[config.mk]
export PLATFORM = sky130hd
export DESIGN_NAME = serial_adder_ctrl
export DESIGN_NICKNAME = d
export VERILOG_FILES = /design/src/rtl/serial_adder_pkg.sv /design/src/rtl/full_adder.sv /design/src/rtl/serial_adder_ctrl.sv
export SDC_FILE = /design/constraint.sdc
export NUM_CORES = 1
export LEC_CHECK = 0
export CAP_MARGIN = 20
export CORE_MARGIN = 2
export CORE_UTILIZATION = 35
export DETAILED_ROUTE_END_ITERATION = 8
export DONT_BUFFER_PORTS = 1
export GPL_ROUTABILITY_DRIVEN = 0
export PLACE_DENSITY_LB_ADDON = 0.12
export SLEW_MARGIN = 25
export SYNTH_ARGS = -nofsm -noshare
export SYNTH_HDL_FRONTEND = slang
export SYNTH_SLANG_ARGS = --single-unit
[constraint.sdc]
create_clock -name i_clk -period 1.6 [get_ports i_clk]
set_input_delay 0.16 -clock i_clk [delete_from_list [all_inputs] [get_ports i_clk]]
set_output_delay 0.16 -clock i_clk [all_outputs]
set_load 0.01 [all_outputs]
[src/rtl/serial_adder_pkg.sv]
// Shared definitions for the bit-serial add/subtract controller.
// Contents: FSM state encoding constants, state enum, WIDTH legality check.
package serial_adder_pkg;

   localparam logic [1:0] ST_IDLE = 2'd0;
   localparam logic [1:0] ST_RUN  = 2'd1;
   localparam logic [1:0] ST_DONE = 2'd2;

   typedef enum logic [1:0] {
      S_IDLE = ST_IDLE,
      S_RUN  = ST_RUN,
      S_DONE = ST_DONE
   } state_t;

   localparam int unsigned WIDTH_MIN = 1;
   localparam int unsigned WIDTH_MAX = 64;

   // True when an operand width is supported by the controller.
   function automatic bit width_legal(input int unsigned w);
      return (w >= WIDTH_MIN) && (w <= WIDTH_MAX);
   endfunction

endpackage

[src/rtl/full_adder.sv]
// Single-bit full adder cell shared by the serial datapath.
// Ports: a, b, cin in; sum, cout out (purely combinational).
module full_adder (
   input  logic a,
   input  logic b,
   input  logic cin,
   output logic sum,
   output logic cout
);

   assign sum  = a ^ b ^ cin;
   assign cout = (a & b) | (a & cin) | (b & cin);

endmodule

[src/rtl/serial_adder_ctrl.sv]
// Bit-serial add/subtract controller: one full_adder time-shared over WIDTH
// bits, LSB first, one bit per clock, with valid/ready on both sides.
// Ports:
//   i_clk, i_rst           clock, synchronous active-high reset
//   i_valid/o_ready        operand handshake (o_ready high only in IDLE)
//   i_a, i_b, i_sub        operands and op select (1 = A-B)
//   o_valid/i_ready        result handshake (result held until taken)
//   o_sum, o_carry         result and carry out of MSB (sub: 1 = no borrow)
//   o_overflow             signed overflow
//   o_busy                 high while bits are being processed
module serial_adder_ctrl
   import serial_adder_pkg::*;
#(
   parameter int unsigned WIDTH = 8
) (
   input  logic             i_clk,
   input  logic             i_rst,
   input  logic             i_valid,
   output logic             o_ready,
   input  logic [WIDTH-1:0] i_a,
   input  logic [WIDTH-1:0] i_b,
   input  logic             i_sub,
   output logic             o_valid,
   input  logic             i_ready,
   output logic [WIDTH-1:0] o_sum,
   output logic             o_carry,
   output logic             o_overflow,
   output logic             o_busy
);

   localparam int unsigned CNT_W = $clog2(WIDTH) + 1;
   localparam logic [CNT_W-1:0] LAST_BIT = CNT_W'(WIDTH - 1);

   if (!width_legal(WIDTH)) begin : g_width_chk
      $error("serial_adder_ctrl: WIDTH must be within 1..64");
   end

   state_t             state_q;
   state_t             state_d;
   logic               accept_c;
   logic               step_c;
   logic               last_c;

   logic [WIDTH-1:0]   sh_a;
   logic [WIDTH-1:0]   sh_b;
   logic [WIDTH-1:0]   sum_q;
   logic [CNT_W-1:0]   cnt;
   logic               carry_q;
   logic               ready_q;
   logic               valid_q;
   logic               busy_q;
   logic               carry_out_q;
   logic               ovf_q;

   logic               fa_sum;
   logic               fa_cout;

   // Shared adder cell fed from the operand LSBs and the running carry.
   full_adder u_fa (
      .a    (sh_a[0]),
      .b    (sh_b[0]),
      .cin  (carry_q),
      .sum  (fa_sum),
      .cout (fa_cout)
   );

   // State register; handshake/status flags are registered from the next state.
   always_ff @(posedge i_clk) begin
      if (i_rst) begin
         state_q <= S_IDLE;
         ready_q <= 1'b1;
         valid_q <= 1'b0;
         busy_q  <= 1'b0;
      end else begin
         state_q <= state_d;
         ready_q <= (state_d == S_IDLE);
         valid_q <= (state_d == S_DONE);
         busy_q  <= (state_d == S_RUN);
      end
   end

   // Next-state decode and datapath strobes.
   always_comb begin
      state_d  = state_q;
      accept_c = 1'b0;
      step_c   = 1'b0;
      last_c   = 1'b0;
      unique case (state_q)
         S_IDLE: begin
            if (i_valid) begin
               accept_c = 1'b1;
               state_d  = S_RUN;
            end
         end
         S_RUN: begin
            step_c = 1'b1;
            if (cnt == LAST_BIT) begin
               last_c  = 1'b1;
               state_d = S_DONE;
            end
         end
         S_DONE: begin
            if (i_ready) state_d = S_IDLE;
         end
         default: state_d = S_IDLE;
      endcase
   end

   // Operand shifters, carry FF, bit counter and result register.
   always_ff @(posedge i_clk) begin
      if (i_rst) begin
         sh_a        <= '0;
         sh_b        <= '0;
         sum_q       <= '0;
         cnt         <= '0;
         carry_q     <= 1'b0;
         carry_out_q <= 1'b0;
         ovf_q       <= 1'b0;
      end else if (accept_c) begin
         // Subtraction as A + ~B + 1: invert B and seed the carry with 1.
         sh_a    <= i_a;
         sh_b    <= i_sub ? ~i_b : i_b;
         carry_q <= i_sub;
         cnt     <= '0;
      end else if (step_c) begin
         sum_q   <= (sum_q >> 1) | (WIDTH'(fa_sum) << (WIDTH - 1));
         sh_a    <= sh_a >> 1;
         sh_b    <= sh_b >> 1;
         carry_q <= fa_cout;
         cnt     <= cnt + CNT_W'(1);
         if (last_c) begin
            // carry_q here is the carry into the MSB.
            carry_out_q <= fa_cout;
            ovf_q       <= carry_q ^ fa_cout;
         end
      end
   end

   assign o_ready    = ready_q;
   assign o_valid    = valid_q;
   assign o_busy     = busy_q;
   assign o_sum      = sum_q;
   assign o_carry    = carry_out_q;
   assign o_overflow = ovf_q;

endmodule

==> results of run 1 <==
-- registers in the layout (all words and copies together) (netlist names) --
name	flops
carry_q	1
cnt	4
o_busy	1
o_carry	1
o_overflow	1
o_ready	1
o_sum	8
o_valid	1
sh_a	8
sh_b	8
state_q	2
-- through the flow --
| stage | cell area [um2] | setup WS [ps] | total power, mW | utilization, % | std cells |
|---|---|---|---|---|---|
| global route | 1750 | 77.0 | 1.93 | 40.3 | 218 |
| CTS | 1750 | 192 | 1.86 | 40.3 | 218 |
| global placement | 1640 | 277 | 1.18 | 37.8 | 208 |
| floorplan | 1580 | 339 | 1.15 | - | 165 |
| finish | 1750 | 218 | 1.83 | 40.3 | 218 |
| detailed placement | 1640 | 211 | 1.19 | 37.8 | 208 |
-- how the worst max path moves through the flow --
stage	startpoint	endpoint	slack, ps	cells after the start
6_report	i_rst	cnt[1]	220	2
5_1_grt	state_q[0]	sh_b[6]	80	3
4_1_cts	state_q[0]	sh_b[6]	190	3
3_5_place_dp	state_q[0]	sh_b[6]	210	3
3_3_place_gp	state_q[0]	sh_a[0]	280	4
2_1_floorplan	state_q[1]	cnt[3]	340	4
-- metal layers --
| metal | GRT usage (%) | vias up |
|---|---|---|
| met5 | 0 | - |
| met4 | 3.14 | 0 |
| met3 | 6.05 | 4 |
| met2 | 18.8 | 27 |
| met1 | 16.4 | 508 |
| li1 | - | 570 |
-- Yosys cell counts, types with 3 or more instances --
| cell type | count |
|---|---|
| o22ai_1 | 7 |
| nand2b_1 | 9 |
| buf_2 | 8 |
| xor2_1 | 9 |
| nand2_1 | 16 |
| dfxtp_1 | 36 |
| a211oi_1 | 8 |
| a21oi_1 | 13 |
| nor2_1 | 12 |
| mux2i_1 | 16 |
| nor3_1 | 3 |
-- final cells by class --
type | count | area share, %
flip-flops and latches | 36 | 41.1
multi-input cells | 114 | 44.2
clock buffers | 8 | 5.14
well taps | 52 | 3.71
repair buffers | 8 | 5.85
-- kinds of logic after synthesis --
logic type               Yosys count  share of synthesized area, %
AO/OA/AOI/OAI                     37                          15.5
flip-flops                        36                          45.6
buffers and inverters             15                          5.38
multiplexers                      16                          10.1
AND/OR/NAND/NOR                   48                          15.3
adder cells (fa/ha/maj)            2                          2.06
XOR/XNOR                          11                          6.09
-- timing repair --
item,in CTS,in global routing
hold endpoints to repair,26,0
setup buffers,0,0
hold buffers,2,0
-- where the power goes --
part	total, mW	switching [mW]	internal [mW]
registers	0.972	0.0321	0.940
clock network	0.651	0.300	0.351
logic	0.206	0.101	0.105
-- worst register-to-register path: stages (launching register included) --
cell and delay (ps):
dfxtp_1 410, nor3b_4 280, buf_12 200, mux2i_1 230, a211oi_1 90
==> flow_summary.yaml, run 1 <==
detailed_routing:
  dr_wl_met2_um: 1360
  drc: 0
  wl_per_cell_um: 13.9
  dr.pass1.iters: 4
  drtIter0Drc: 57
  met1Wirelength_um: 1490
  routed.top_layer: "met4"
  wl_met3_um: 147
  viasPerCell: 5.09
  wirelength_um: 3030
  ant_nets: 0
  dr_total_vias: 1109
die:
  core_um2: 4350
  die_y_um: 71.2
  rows: 24
  die_area_um2: 5070
  initial_core_util_pct: 36.3
  die_w_um: 71.2
  io_pins: 34
timing:
  clock.fmax_mhz: 724
  timing.slew.headroom_pct: 33.3
  rsz0062_at_grt: "false"
  post-route-period-util_pct: 86.4
  tightest_slew_ps: 997
  hold_ws_ps: 36.5
  drv_slew: 0
  hold_violations: 0
  fin_tns_setup_ps: 0
  setup_viol: 0
  skew_ps: 2.77
  fin_crit_ps: 1380
synthesis:
  synth_cell_type_count: 32
  synth_area_um2: 1580
  syn_avg_cell_area_um2: 9.58
  yosysTopAreaCellShare_pct: 45.6
  syn_nets: 188
  synth_largest_area_cell: "dfxtp_1"
  ys.flop_type: "dfxtp_1"
  ys_top_cells_by_area: "dfxtp_1 (46%), mux2i_1 (10%), xor2_1 (5.0%)"
  syn-instance-count: 165
  synthArstFlopShare_pct: 0
  synth.ff_latch_count: 36
  synth-warning-count: 0
  synth_enable_flop_cells: 0
  seq_area_frac_synth_pct: 45.6
setup_path:
  cp-start-kind: "input port"
  cpMaxStageDelayCell: "dlygate4sd3_1"
  crit_buf_inv: 1
  cpLargestDelayFamily: "buffers and inverters"
  critPathMaxStageDelay_ps: 1190
  crit_required_ps: 1720
  r2r-start: "state_q[0]"
  arrival_ps: 1500
  worstPathCellList: "dlygate4sd3_1 -> nor3_1"
  path_max_fanout: 26
  reg2reg_depth: 4
  setup.worst_path.end_class: "flop"
  critPathKind: "input port to flop"
  r2r-end: "sh_a[0]"
  rrSetupSlack_ps: 220
hold_path:
  hp-start: "i_a[7]"
  hp-class: "input port to flop"
  min_path_cells: 2
  hold_end: "sh_a[7]"
finish:
  ff_latch_area_um2: 721
  multi_input_area_um2: 776
  diodes: 0
  fillers: 433
  area_growth_pct: 10.9
  mostFrequentLayoutCells: "dfxtp_1 (36), nand2_1 (16), mux2i_1 (16)"
  drive_gt1_share_pct: 9.64
  fin_nets: 188
  layout_commonest_cell: "dfxtp_1"
outcome:
  outcome: "finished clean"
clock_network:
  cts-root-buf: "clkbuf_8"
  cts_resized: 0
  cts.clk_slew.worst_paths_ps: 70
  clock_path_buffers: 2
  cts_tree: "yes"
  cts_buffers: 5
  htreeDepth: 2
  numClockSinks: 36
  clkLatencyLatePin_ps: 280
power:
  p_per_area_nw_per_um2: 1040
  irDropWorstVdd_v: 0.000575
  p_leak_nw: 0.637
global_route:
  grt_max_degree: 27
  grt_pass1_wl_um: 4940
  grt_pass1_vias: 1010
  gr-total-overflow: 0
  grtUsageTotal_pct: 12.6
  antenna_found_initial: 0
placement:
  dp_hpwl_um: 2060
  placement.io_buffers: 0
job:
  maxCapViolCount: 0
No activity file was read; power rests on OpenSTA's default activity.
==> run 2: changes to the inputs <==
ABC_AREA = 1   (was not set)
SKIP_LAST_GASP = 1   (was not set)
==> run 2 against run 1 <==
  * Power up 14%
  * Sequential power up 4%
  * Global-route usage up 2.6 points
  * Non-clock buffer count down 1
  * Cell count up 43%
  * Routed wire length up 22%
  * Largest cell class unchanged
==> flow_summary.yaml, run 2 <==
outcome:
  outcome: "finished clean"
power:
  total_power_mw: 2.09
  p_per_area_nw_per_um2: 1120
  p_leak_nw: 0.864
  irDropWorstVdd_v: 0.000627
die:
  die_w_um: 73.4
  initial_core_util_pct: 35.9
  die_y_um: 73.4
  die_area_um2: 5390
  rows: 25
  io_pins: 34
  core_um2: 4690
synthesis:
  seq_area_frac_synth_pct: 42.7
  syn_nets: 276
  synthArstFlopShare_pct: 0
  synthTopCellsByCount: "nor2_1 (63), nand2_1 (54), dfxtp_1 (36)"
  ys_top_cells_by_area: "dfxtp_1 (43%), nor2_1 (14%), nand2_1 (12%)"
  ys.flop_type: "dfxtp_1"
  synth_cell_type_count: 22
  synth.ff_latch_count: 36
  syn-instance-count: 253
  synth_enable_flop_cells: 0
  yosysMostFrequentCell: "nor2_1"
  synth_largest_area_cell: "dfxtp_1"
  yosysTopAreaCellShare_pct: 42.7
  syn_avg_cell_area_um2: 6.67
  synth_area_um2: 1690
  synth-warning-count: 0
finish:
  layout_commonest_cell: "nor2_1"
  diodes: 0
  mostFrequentLayoutCells: "nor2_1 (63), nand2_1 (54), dfxtp_1 (36)"
  area_growth_pct: 10.2
  drive_gt1_share_pct: 6.23
  layout.cells.non_filler: 311
  fin_nets: 279
timing:
  hold_ws_ps: 8.44
  rsz0062_at_grt: "false"
  setup_viol: 0
  drv_slew: 0
  setup_ws_ps: 359
  hold_violations: 0
  fin_crit_ps: 1240
  clock.fmax_mhz: 806
  tightest_slew_ps: 435
  fin_tns_setup_ps: 0
  timing.slew.headroom_pct: 71.0
  post-route-period-util_pct: 77.5
  skew_ps: 7.24
clock_network:
  cts.clk_slew.worst_paths_ps: 80
  numClockSinks: 36
  cts-root-buf: "clkbuf_8"
  htreeDepth: 2
  clock_path_buffers: 2
  cts_buffers: 5
  cts_tree: "yes"
  clkLatencyLatePin_ps: 290
  postCtsSetupBuffers: 0
global_route:
  gr-total-overflow: 0
  antenna_found_initial: 0
  use_met2_pct: 21.9
  grt_pass1_wl_um: 6270
  grtUsageMet3_pct: 4.53
  grtUsageTotal_pct: 15.2
  grt_max_degree: 28
  busiest_layer: "met2"
  met1_usage_pct: 20.6
  grt_pass1_vias: 1373
setup_path:
  rrSetupSlack_ps: 360
  arrival_ps: 1410
  cp-start-kind: "flop"
  critPathKind: "flop to flop"
  setup.worst_path.end_class: "flop"
  crit_start: "cnt[0]"
  crit_required_ps: 1770
  path_max_fanout: 4
  r2r-start: "cnt[0]"
job:
  maxCapViolCount: 0
detailed_routing:
  wirelength_um: 3710
  viasPerCell: 4.76
  wl_per_cell_um: 11.9
  dr_total_vias: 1480
  drc: 0
  ant_nets: 0
  dr.pass1.iters: 4
  drtIter0Drc: 68
placement:
  dp.cells: 302
  post-place-ws_ps: 371
  placement.io_buffers: 0
  dp_hpwl_um: 2490
hold_path:
  hp-class: "input port to flop"
  hp-start: "i_rst"
-- run 2: cell types whose count changed after synthesis, sizes merged, moves of 9 or more --
cell | before | now
mux2i | 16 | 0
o21ai | 1 | 22
nand3 | 2 | 15
inv | 0 | 28
nand2b | 9 | 0
nor2 | 12 | 64
a211oi | 9 | 0
nand2 | 16 | 56
-- run 2: report_power, final --
part / switching (mW) / internal [mW] / total (mW)
sequential: 0.0523 / 0.962 / 1.01
clock: 0.345 / 0.463 / 0.808
combinational: 0.159 / 0.104 / 0.263
-- run 2: critical path: stages (launching register included) --
cell and delay, ps:
dfxtp_1 380, ha_1 230, nand3_1 130, nor2_1 170, nor2_1 90, nand2_1 70, nand2_1 50
-- run 2: repair_timing --
item | CTS | global route
resized for setup | 0 | 0
hold buffers | 1 | 0
hold endpoints to repair | 6 | 0
-- run 2: final timing paths --
kind                                end  cells after the start
worst max-delay path            o_ready                      6
worst min-delay path            sh_b[2]                      3
worst max register to register  o_ready                      6
worst min register to register  sh_a[7]                      2
-- run 2: metrics by stage --
stage	util, %	area (um2)
3_3_place_gp	37.1	1740
3_5_place_dp	37.1	1740
2_1_floorplan	-	1690
5_1_grt	39.6	1860
6_report	39.6	1860
4_1_cts	39.6	1860
-- run 2: cell type report --
class / instances / area, um2
Tap cell: 54 / 67.6
Sequential cell: 36 / 721
Inverter: 28 / 105
Clock buffer: 6 / 72.6
Timing Repair Buffer: 7 / 55.1
Fill cell: 530 / 2830
Multi-Input combinational cell: 178 / 802
Clock inverter: 2 / 35.0
-- run 2: cell families (layout without fill, tap and decap cells) --
group                      count (synthesis)  count (layout)  share of synthesized area [%]
adders and majority gates                  2               2                           1.93
DFF                                       36              36                           42.7
AOI/OAI and AO/OA                         33              33                           10.4
xor gates and xnor gates                   3               3                           1.56
and+or+nand+nor                          140             140                           33.7
buffers and inverters                     39              43                           9.72
-- run 2: metal layers --
metal	routed length, um	share of wire (%)
met1	1940	52
met2	1500	40
met3	193	5.2
met4	76	2.1
met5	0	0
